<file path="src/rtl/branch_resolve_predict_pkg.sv">
// Shared definitions for the branch unit: condition-select encodings and FSM state codes.
package branch_resolve_predict_pkg;

    localparam logic [2:0] BR_BEQ       = 3'd0;
    localparam logic [2:0] BR_BNE       = 3'd1;
    localparam logic [2:0] BR_BGTZ      = 3'd2;
    localparam logic [2:0] BR_BLEZ      = 3'd3;
    localparam logic [2:0] BR_BLTZ_BGEZ = 3'd4;

    // RUN resolves normally; SQUASH covers the single wrong-path instruction after a redirect
    localparam logic [0:0] ST_RUN    = 1'b0;
    localparam logic [0:0] ST_SQUASH = 1'b1;

endpackage

</file>
<file path="src/rtl/branch_resolve_predict_cond_eval.sv">
// Combinational MIPS branch-condition evaluator: op/rt/zero/sign -> taken.
module branch_resolve_predict_cond_eval
    import branch_resolve_predict_pkg::*;
(
    input  logic [2:0] op,
    input  logic       rt,
    input  logic       zero,
    input  logic       sign_bit,
    output logic       taken
);

    always_comb begin
        taken = 1'b0;
        case (op)
            BR_BEQ:       taken = zero;
            BR_BNE:       taken = ~zero;
            BR_BGTZ:      taken = ~zero & ~sign_bit;
            BR_BLEZ:      taken = zero | sign_bit;
            BR_BLTZ_BGEZ: taken = rt ? (zero | ~sign_bit) : (~zero & sign_bit);
            default:      taken = 1'b0;
        endcase
    end

endmodule

</file>
<file path="src/rtl/branch_resolve_predict.sv">
// Branch unit with a PC-indexed saturating-counter predictor, EX-stage resolution and registered redirect.
// Optional statistics counters are built when BRANCH_STATS_EN is defined.
module branch_resolve_predict
    import branch_resolve_predict_pkg::*;
#(
    parameter int PC_WIDTH  = 32,
    parameter int BHT_DEPTH = 64,
    parameter int CNT_WIDTH = 2
`ifdef BRANCH_STATS_EN
    , parameter int STAT_WIDTH = 32
`endif
) (
    input  logic                Clk,
    input  logic                Rst_n,
    input  logic [PC_WIDTH-1:0] If_PC,
    output logic                Pred_Taken,
    input  logic                Ex_Valid,
    input  logic                Ex_Branch,
    input  logic [PC_WIDTH-1:0] Ex_PC,
    input  logic [2:0]          Ex_BranchLogicOp,
    input  logic                Ex_Rt,
    input  logic                Ex_Zero,
    input  logic                Ex_SignBit,
    input  logic                Ex_PredTaken,
    input  logic [PC_WIDTH-1:0] Ex_Target,
    input  logic [PC_WIDTH-1:0] Ex_PCPlus4,
    output logic                Branch_out,
    output logic                Mispredict,
    output logic [PC_WIDTH-1:0] Redirect_PC,
    output logic                Dbg_State
`ifdef BRANCH_STATS_EN
    , output logic [STAT_WIDTH-1:0] Stat_Branches
    , output logic [STAT_WIDTH-1:0] Stat_Mispredicts
`endif
);

    localparam int IDX_W = $clog2(BHT_DEPTH);
    localparam logic [CNT_WIDTH-1:0] CNT_INIT = {1'b0, {(CNT_WIDTH-1){1'b1}}};
    localparam logic [CNT_WIDTH-1:0] CNT_MAX  = {CNT_WIDTH{1'b1}};

    logic [CNT_WIDTH-1:0] bht [BHT_DEPTH];
    logic [0:0]           state;
    logic [IDX_W-1:0]     if_idx;
    logic [IDX_W-1:0]     ex_idx;
    logic                 cond_taken;
    logic                 live;
    logic                 mispred_d;
    logic                 unused_pc_bits;

    assign if_idx = If_PC[IDX_W+1:2];
    assign ex_idx = Ex_PC[IDX_W+1:2];
    assign unused_pc_bits = ^{If_PC[PC_WIDTH-1:IDX_W+2], If_PC[1:0],
                              Ex_PC[PC_WIDTH-1:IDX_W+2], Ex_PC[1:0]};

    branch_resolve_predict_cond_eval u_cond (
        .op       (Ex_BranchLogicOp),
        .rt       (Ex_Rt),
        .zero     (Ex_Zero),
        .sign_bit (Ex_SignBit),
        .taken    (cond_taken)
    );

    // Table read uses the pre-edge contents, so a same-cycle update is not forwarded to IF
    assign Pred_Taken = bht[if_idx][CNT_WIDTH-1];
    assign live       = Ex_Valid & Ex_Branch & (state == ST_RUN) & (Ex_BranchLogicOp <= BR_BLTZ_BGEZ);
    assign Branch_out = live & cond_taken;
    assign mispred_d  = live & (Branch_out != Ex_PredTaken);
    assign Dbg_State  = state[0];

    always_ff @(posedge Clk or negedge Rst_n) begin
        if (!Rst_n) begin
            state       <= ST_RUN;
            Mispredict  <= 1'b0;
            Redirect_PC <= '0;
            for (int i = 0; i < BHT_DEPTH; i++) bht[i] <= CNT_INIT;
        end else begin
            Mispredict <= mispred_d;
            if (mispred_d) Redirect_PC <= Branch_out ? Ex_Target : Ex_PCPlus4;
            if (state == ST_SQUASH) state <= ST_RUN;
            else if (mispred_d)    state <= ST_SQUASH;
            if (live) begin
                if (Branch_out) begin
                    if (bht[ex_idx] != CNT_MAX) bht[ex_idx] <= bht[ex_idx] + 1'b1;
                end else begin
                    if (bht[ex_idx] != '0) bht[ex_idx] <= bht[ex_idx] - 1'b1;
                end
            end
        end
    end

`ifdef BRANCH_STATS_EN
    always_ff @(posedge Clk or negedge Rst_n) begin
        if (!Rst_n) begin
            Stat_Branches    <= '0;
            Stat_Mispredicts <= '0;
        end else begin
            if (live && Stat_Branches != {STAT_WIDTH{1'b1}})
                Stat_Branches <= Stat_Branches + 1'b1;
            if (mispred_d && Stat_Mispredicts != {STAT_WIDTH{1'b1}})
                Stat_Mispredicts <= Stat_Mispredicts + 1'b1;
        end
    end
`endif

endmodule

</file>
<file path="config.mk">
export PLATFORM = sky130hd
export DESIGN_NAME = branch_resolve_predict
export DESIGN_NICKNAME = d
export VERILOG_FILES = /design/src/rtl/branch_resolve_predict_pkg.sv /design/src/rtl/branch_resolve_predict_cond_eval.sv /design/src/rtl/branch_resolve_predict.sv
export SDC_FILE = /design/constraint.sdc
export NUM_CORES = 1
export LEC_CHECK = 0
export CORE_ASPECT_RATIO = 0.7
export CORE_UTILIZATION = 50
export CTS_CLUSTER_DIAMETER = 40
export DETAILED_ROUTE_END_ITERATION = 6
export PLACE_DENSITY = 0.78
export SLEW_MARGIN = 30
export SYNTH_ARGS = -nofsm -noshare
export SYNTH_HDL_FRONTEND = slang
export SYNTH_HIERARCHICAL = 1
export SYNTH_SLANG_ARGS = --single-unit
</file>
<file path="constraint.sdc">
create_clock -name Clk -period 3.6 [get_ports Clk]
set_clock_uncertainty 0.15 [all_clocks]
set_input_delay 0.9 -clock Clk [delete_from_list [all_inputs] [get_ports Clk]]
set_output_delay 0.9 -clock Clk [all_outputs]
set_load 0.005 [all_outputs]
</file>
==> flow_results.org, run 1 <==
** Detailed routing
- In this run the remaining antenna-violating nets after routing total 0.
- Initial DRC count :: 764
- The first TritonRoute pass finished after 5 iterations.
- Routed wirelength normalized by instance count :: 23.25 um
- Dividing the detail-routed via count by the number of cells gives 6.004.
- DRC violation count after routing :: 0
- Post-detailed-routing wire length :: 28180 um
- For this block, the via count after detailed routing is 7277.

** Clock network
- After clock tree synthesis, the clock-pin slew on the worst setup and hold paths is 0.06 ns.
- In this run the deepest clock path goes through 2 buffers.
- Inserted Clock Buffers :: 17
- Number of clock sinks :: 162
- CTS tree :: built
- CTS H-tree lvls :: 4
- Hold-fix buffers, CTS :: 0
- At the later pin of the worst-skew pair, clock insertion delay measures 0.43 ns.
- Buffer type at the clock tree root :: sky130_fd_sc_hd__clkbuf_16

** Place
- Final Wtd Congestion :: 0.9229
- Port buffering added 122 buffers.
- The wire-length estimate of the detail-placed layout is 17810 um.
- Number of placed instances with taps included :: 1157

** Synthesis
- The largest total area in the synthesized netlist belongs to sky130_fd_sc_hd__dfrtp_1.
- Post-synth top area share :: 0.2775
- Main combinational cell family by area after synthesis :: multiplexers
- Synthesized net count :: 888
- For this run, the number of Yosys warnings is 6.
- Most common cell in the synthesized netlist :: sky130_fd_sc_hd__mux2_2
- In the synthesized netlist the async set-or-reset flop fraction comes to 1.000.
- Most used flip-flop cell after synthesis :: sky130_fd_sc_hd__dfrtp_1
- Yosys attributes the largest share of cell area to sky130_fd_sc_hd__dfrtp_1 28%, sky130_fd_sc_hd__dfstp_2 19%, sky130_fd_sc_hd__mux2_2 17%.
- XOR/XNOR Fraction of Synth Area :: 0.002973
- Simple logic cell fraction of the synthesized area :: 0.1089
- Synthesized-area fraction occupied by ao, oa, aoi and oai cells :: 0.08324
- The synthesized design contains 0 enable-type register cells.
- After synthesis the cells add up to 8838 um2.
- Of the total synthesized cell area, the portion taken by full adders, half adders and majority gates is 0.002831.
- A synthesized cell averages 11.83 um2.
- Counting every instance in the synthesized netlist gives 747.
- Commonest cells post-synth :: 137 x sky130_fd_sc_hd__mux2_2, 98 x sky130_fd_sc_hd__dfrtp_1, 80 x sky130_fd_sc_hd__nand2_1
- Of the synthesized area, sequential elements account for 0.4677.
- Number of distinct library cell variants in the gate-level netlist after synthesis :: 66
- Post-synthesis mux area share :: 0.3020
- Number of flip-flops and latches in the synthesized netlist :: 162

** Setup path
- The largest individual stage delay along the critical path comes from the cell sky130_fd_sc_hd__a222oi_1.
- In this run the worst path has a maximum fanout of 6.
- Setup crit start kind :: primary input
- STA classifies the critical path endpoint as a flip-flop.
- In this run the critical register-to-register path is captured at bht[1].
- Ordered cell list for the critical path :: buf_16, buf_12, buf_8, and2_4, a22o_1, a222oi_1, o22a_1, nand4b_1, ha_2, mux2i_1, and4_4, nand2_4, buf_12, nor2_4, mux2_4
- Crit path required time :: 3.76 ns
- Reg-to-reg setup timing slack :: 0.24 ns
- Largest incremental delay on the critical path :: 0.49 ns
- Worst Path Arrival :: 3.90 ns
- Class of the most critical setup path :: in2reg
- Counting stages on the worst path, the most repeated cell is sky130_fd_sc_hd__buf_12.
- Counting cells, the worst reg-to-reg path comes to 13.

** Min path
- The tightest min-delay check is of the in2async type.

** GRT
- Number of antenna violations at the first check in global routing :: 0
- For met2 alone, demand over resource in global routing was 0.4681.
- In the global route stage, overall resource usage came out at 0.3007.
- For met3 alone, demand over resource in global routing was 0.08944.
- In the global route stage, met1 resource usage came out at 0.4005.
- Entering global routing, the biggest net connects 69 pins.
- Most Used Layer, Global Route :: met2
- The first global-routing pass estimated 41380 um of wire.
- Via count of the first global-routing pass :: 7412
- For this run the aggregate overflow at the end of global routing stands at 0.

** Pwr
- For this design the static power due to leakage is 5.760 nW.
- Cell area power density :: 400.2 nW/um2
- Maximum resistive drop on vdd :: 0.2953 mV
- Overall power consumption :: 5.125 mW

** Final layout
- The repair_antennas step left the layout with diodes totalling 0.
- Once layout is complete, the utilization of the core stands at 0.7438.
- For this run, the post-layout net count is 1109.
- Multi-input logic area :: 5264 um2
- From synthesis to final layout, the design area changed by 44.89%.
- Layout fillers :: 1118
- Register area :: 4134 um2
- Leaving out filler cells and counting taps, the final layout contains 1212.
- Of the cells placed in the final design, the portion with a size suffix greater than 1 is 0.4924.

** STA
- Hold is met by 0.2960 ns.
- The number of hold-slack violations in the final timing report came to 0.
- Setup violations remaining at the end of the flow were counted as 127.
- In the post-route analysis, the smallest setup slack over all paths is -0.1441 ns.
- Fmax :: 267.1 MHz
- In this run the tightest slew margin relative to its limit is 0.5456.
- The number of pins with negative max-slew slack in the final report is 0.
- Slew at the pin closest to its max-slew limit :: 0.6801 ns
- Counting I/O delays and the setup requirement, the final critical path takes 3.744 ns.
- Period utilisation layout :: 1.040
- Setup repair after global routing could not meet its margin everywhere.

** Floorplan
- Number of core rows :: 40
- Area of the die :: 18220 um2
- IO Count :: 175
- In this run the standard cell core region covers 17220 um2.
- Die extent in y :: 113.2 um
- From left edge to right edge, the die measures 160.9 um.
- Initial core utilization :: 0.5134

** Flow run
- Number of violations of the max-capacitance limit :: 0

** Outcome
- The flow ran to the end, but the final reports show violations.
- Violated checks :: negative setup slack
==> cell families after synthesis <==
group,count (synthesis)
simple gates,195
flops,162
fa+ha+maj,2
mux,225
xor+xnor,3
compound gates,105
buf+inv,55
==> per-stage QoR <==
step / cell area [um2] / setup WS (ns) / TNS (ns)
3_5_place_dp: 11070 / -0.9555 / -109.72
2_1_floorplan: 8955 / -0.2166 / -19.76
4_1_cts: 12210 / -0.09300 / -0.8129
3_3_place_gp: 11070 / -0.8789 / -101.20
5_1_grt: 12810 / -0.2920 / -26.77
6_report: 12810 / -0.1441 / -9.597
==> repair_timing <==
| action | in CTS | in global routing |
|---|---|---|
| endpoints found under the hold margin | 0 | 0 |
| endpoints found under the setup margin | 130 | 130 |
| gates cloned | 5 | 0 |
| buffers inserted | 11 | 7 |
| pin swaps | 18 | 31 |
| gates resized for setup | 124 | 135 |
==> power by group <==
group / total [mW] / switching (mW) / internal (mW)
logic: 1.10 / 0.473 / 0.631
clock network: 1.85 / 0.781 / 1.07
registers: 2.17 / 0.126 / 2.05
==> layout make-up <==
class,count,share of cell area
tap,231,0.02257
inverter,6,0.001759
timing repair buffer,251,0.1958
clock buffer,21,0.03596
sequential,162,0.3228
clock inverter,11,0.01006
multi-input combinational,530,0.4110
==> cell usage in the layout, fill, tap and decap left out, drive strengths merged, types with 7 or more instances in the layout <==
cell,Yosys,layout
a21oi,9,9
a221oi,7,7
buf,28,134
clkbuf,21,21
clkdlybuf4s50,0,105
dfrtp,98,98
dfstp,64,64
inv,6,9
mux2,141,141
mux2i,66,66
mux4,18,18
nand2,81,81
nand2b,11,11
nor2,51,51
nor2b,8,8
o21ai,47,47
==> routing by layer <==
metal  wire, um  part of all wire
met1      11980              0.42
met2      13250              0.47
met3       2099             0.074
met4        854             0.030
met5          0                 0
==> worst max-delay path, delay by kind of cell <==
family / cells / cell delay, ns
AOI/OAI and AO/OA: 3 / 0.96
buffers and inverters: 4 / 0.52
adders and majority gates: 1 / 0.19
and+or+nand+nor: 5 / 0.83
muxes: 2 / 0.48
==> how the worst max path moves through the flow <==
stage	endpoint	slack [ns]	cells after the start	from
6_report	bht[1]	-0.14	15	Ex_PC[4]
4_1_cts	bht[111]	-0.09	16	Ex_PC[4]
2_1_floorplan	bht[83]	-0.22	15	Ex_PC[3]
5_1_grt	bht[105]	-0.29	16	Ex_PC[4]
3_3_place_gp	bht[117]	-0.88	14	Ex_PC[2]
3_5_place_dp	bht[47]	-0.96	15	Ex_PC[2]
(Power assumes the default switching activity.)
==> run 2: changes to the inputs <==
--- a/config.mk
+++ b/config.mk
@@ -6,10 +6,10 @@
 export NUM_CORES = 1
 export LEC_CHECK = 0
 export CORE_ASPECT_RATIO = 0.7
-export CORE_UTILIZATION = 50
+export CORE_UTILIZATION = 52
 export CTS_CLUSTER_DIAMETER = 40
 export DETAILED_ROUTE_END_ITERATION = 6
-export PLACE_DENSITY = 0.78
+export PLACE_DENSITY = 0.8
 export SLEW_MARGIN = 30
 export SYNTH_ARGS = -nofsm -noshare
 export SYNTH_HDL_FRONTEND = slang
==> run 2 against run 1 <==
Effect of this change:
- the flow still finishes with violations (negative setup slack)
- utilization up 4.4 points
- non-clock buffer count unchanged
- sequential power about the same
- critical path type unchanged
- clock power down 3%
- critical path depth up 1
- routed wire length up 8.8%
- first-iteration DRC count up 3.9%
- via count up 3.5%
- largest cell class unchanged
- register-to-register slack worse by 0.12 ns
- combinational power up 5%
==> flow_results.org, run 2 (same netlist as run 1, synthesis figures left out) <==
** Outcome
- Run status :: finished, violations left (unchanged)
- Violated checks :: negative setup slack (unchanged)

** STA
- The maximum operating frequency came to 258.4 MHz (was 267.1 MHz).
- The final-report setup violation count is 128 (was 127).
- The total negative slack for setup checks is -20.84 ns (was -9.597 ns).
- Clock period minus final worst setup slack :: 3.870 ns (was 3.744 ns)
- The slew at the pin closest to its max-slew limit came to 0.9867 ns (was 0.6801 ns).
- Unrepaired setup endpoints after global routing :: yes (unchanged)
- The share of the cycle needed by the critical path after routing was 1.075 (was 1.040).
- The number of pins with negative max-slew slack in the final report was 0 (unchanged).
- The setup slack of the critical path after layout is -0.2705 ns (was -0.1441 ns).
- Hold Vio Cnt, Final :: 0 (unchanged)
- Worst rel slew slack :: 0.3408 (was 0.5456)

** Pwr
- The sequential share of power was 0.426 (was 0.424).
- The total chip power is 5.136 mW (was 5.125 mW).
- The proportion of power drawn by combinational gates came to 0.226 (was 0.215).
- Net Sw Power :: 1.457 mW (was 1.380 mW)
- The total leakage power was 5.981 nW (was 5.760 nW).
- Switching fraction of total power :: 0.2837 (was 0.2693)
- The internal power of the cells was 3.679 mW (was 3.745 mW).
- Portion of total power attributed to the clock network :: 0.348 (was 0.360)
- The areal power density over the cells was 396.6 nW/um2 (was 400.2 nW/um2).
- Maximum resistive drop on vdd :: 0.3373 mV (was 0.2953 mV)

** Clock network
- The clock transition at the registers of the reported paths was 0.07 ns (was 0.06 ns).
- The number of H-tree branching levels came to 4 (unchanged).
- Inserted Clock Buffers :: 17 (unchanged)
- Hold-fix buffers, CTS :: 0 (unchanged)
- The buffer type at the clock tree root was sky130_fd_sc_hd__clkbuf_16 (unchanged).
- Clk buf depth :: 2 (unchanged)
- Skew-Pair Late Insertion Delay :: 0.44 ns (was 0.43 ns)
- The CTS sink count was 162 (unchanged).
- The TritonCTS clock tree is built (unchanged).

** Setup path
- The element type at the critical path end is a flip-flop (unchanged).
- Class of the most critical setup path :: in2reg (unchanged)
- The largest fanout of any net on the critical path came to 6 (unchanged).
- The startpoint type of the worst setup path is a primary input (unchanged).
- The register-to-register setup slack is 0.12 ns (was 0.24 ns).
- Worst Path Arrival :: 4.04 ns (was 3.90 ns)
- Crit path required time :: 3.77 ns (was 3.76 ns)

** Final layout
- Layout fillers :: 944 (was 1118)
- The most common cell after layout, fill and taps aside is sky130_fd_sc_hd__clkdlybuf4s50_1 (unchanged).
- Layout-stage area growth over the synthesis result :: 46.52% (was 44.89%)
- The post-layout instance count excluding filler cells is 1206 (was 1212).
- The final core utilization came to 0.7875 (was 0.7438).
- Register area :: 4134 um2 (unchanged)
- Antenna cell count :: 0 (unchanged)
- Fraction of final layout cells with drive strength greater than 1 :: 0.5189 (was 0.4924)
- Leading cell types in the layout, fill and taps excluded: 109 x sky130_fd_sc_hd__clkdlybuf4s50_1, 98 x sky130_fd_sc_hd__dfrtp_1, 90 x sky130_fd_sc_hd__buf_4 (was 105 x sky130_fd_sc_hd__clkdlybuf4s50_1, 98 x sky130_fd_sc_hd__dfrtp_1, 95 x sky130_fd_sc_hd__buf_4).
- The number of nets in the finished design is 1109 (unchanged).
- The multi-input gate area in the final layout is 5386 um2 (was 5264 um2).

** GRT
- The global-route congestion overflow total was 0 (unchanged).
- Total GRT Usage :: 0.3491 (was 0.3007)
- The initial antenna violation count is 0 (unchanged).
- First-pass GRT wire length :: 45090 um (was 41380 um)
- Via count of the first global-routing pass :: 7735 (was 7412)
- The maximum number of pins on one net before global-route repair was 79 (was 69).

** Place
- Number of placed instances with taps included :: 1155 (was 1157)
- Port bufs :: 122 (unchanged)
- The placer congestion estimate came to 0.9519 (was 0.9229).
- HPWL after DPL :: 19470 um (was 17810 um)

** Detailed routing
- Antenna-violating nets left :: 0 (unchanged)
- Post-detailed-route via-to-cell ratio :: 6.247 (was 6.004)
- The number of detailed-route iterations in the first pass is 5 (unchanged).
- The initial detailed-routing violation count is 794 (was 764).
- Post-detailed-routing wire length :: 30660 um (was 28180 um)
- Vias post-DR :: 7534 (was 7277)
- The number of DRC violations after detailed routing was 0 (unchanged).
- Routed wirelength normalized by instance count :: 25.42 um (was 23.25 um)

** Floorplan
- The die outline area is 17530 um2 (was 18220 um2).
- Initial core utilization :: 0.5375 (was 0.5134)
- The die boundary width was 157.8 um (was 160.9 um).
- Die extent in y :: 111.1 um (was 113.2 um)
- Core area :: 16440 um2 (was 17220 um2)
- Number of core rows :: 39 (was 40)
- The number of placed I/O pins came to 175 (unchanged).

** Flow run
- The max-capacitance violation count was 0 (unchanged).

** Min path
- Class of the tightest hold or removal check :: reg2reg (was in2async)
[run 2: cell types whose count changed in the layout (fill, tap and decap cells not counted), moves of 4 or more]
cell / change
sky130_fd_sc_hd__nand2_4: +16
sky130_fd_sc_hd__mux2_4: -14
sky130_fd_sc_hd__inv_6: +4
sky130_fd_sc_hd__clkdlybuf4s50_1: +4
sky130_fd_sc_hd__mux2i_2: +4
sky130_fd_sc_hd__nand2_1: -15
sky130_fd_sc_hd__buf_12: +6
sky130_fd_sc_hd__mux2i_1: -4
sky130_fd_sc_hd__buf_4: -5
sky130_fd_sc_hd__buf_6: +7
sky130_fd_sc_hd__buf_2: -4
sky130_fd_sc_hd__nor2_2: +6
sky130_fd_sc_hd__mux2_2: +14
sky130_fd_sc_hd__nor2_4: -7
[run 2: worst max-delay path, stage by stage]
cell and delay, ns:
sky130_fd_sc_hd__buf_12 0.12, sky130_fd_sc_hd__buf_12 0.14, sky130_fd_sc_hd__mux2_4 0.30, sky130_fd_sc_hd__a221o_1 0.38, sky130_fd_sc_hd__a22oi_4 0.27, sky130_fd_sc_hd__o211ai_1 0.17, sky130_fd_sc_hd__nand4bb_1 0.22, sky130_fd_sc_hd__ha_2 0.19
sky130_fd_sc_hd__mux2i_2 0.19, sky130_fd_sc_hd__buf_4 0.17, sky130_fd_sc_hd__nand3_4 0.11, sky130_fd_sc_hd__buf_6 0.15, sky130_fd_sc_hd__nor3_4 0.16, sky130_fd_sc_hd__buf_6 0.20, sky130_fd_sc_hd__nand2_4 0.07, sky130_fd_sc_hd__mux2_2 0.29
[run 2: layout make-up]
| class | instances | area share |
|---|---|---|
| Clock inverter | 13 | 0.009565 |
| Inverter | 6 | 0.001739 |
| Clock buffer | 19 | 0.03420 |
| Timing Repair Buffer | 251 | 0.1976 |
| Multi-Input combinational cell | 530 | 0.4159 |
| Tap cell | 225 | 0.02174 |
| Sequential cell | 162 | 0.3192 |
[run 2: stage by stage]
stage,hold WS (ns),setup slack [ns],cell area (um2)
floorplan,0.3233,-0.2166,8955
global placement,0.3131,-1.010,11170
detailed placement,0.3202,-1.082,11170
CTS,0.3367,-0.1355,12440
global route,0.3537,-0.3292,12950
finish,0.3330,-0.2705,12950
[run 2: timing repair]
action | in CTS | in global routing
pin swaps | 17 | 41
buffers inserted | 11 | 5
gates resized for setup | 163 | 121
cloned | 3 | 0
endpoints found under the setup margin | 130 | 130
[run 2: power by group through the flow]
stage               Clock, mW  Sequential, mW  Combinational (mW)
finish                   1.79            2.19                1.16
global route             1.87            2.20                1.23
CTS                      1.78            2.17                1.08
detailed placement          0            2.19                1.01
global placement            0            2.18               0.983
floorplan                   0            2.18               0.405
[run 2: layer usage]
layer | GRT usage | vias to the layer above | wire (um)
met3 | 0.1220 | 100 | 2906
met2 | 0.5248 | 426 | 14290
met5 | 0 | - | 0
met4 | 0.1489 | 0 | 1184
met1 | 0.4556 | 3835 | 12280
li1 | - | 3173 | -
[run 2: path summary, 6_finish.rpt]
path | start | to | cells past startpoint
worst min register to register | Redirect_PC[18] | Redirect_PC[18] | 2
max in group asynchronous | Rst_n | Redirect_PC[11] | 2
worst max register to register | flip-flop | bht[29] | 14
worst min-delay path | Redirect_PC[18] | Redirect_PC[18] | 2
min in group asynchronous | Rst_n | bht[99] | 1
worst max-delay path | Ex_PC[4] | bht[29] | 16
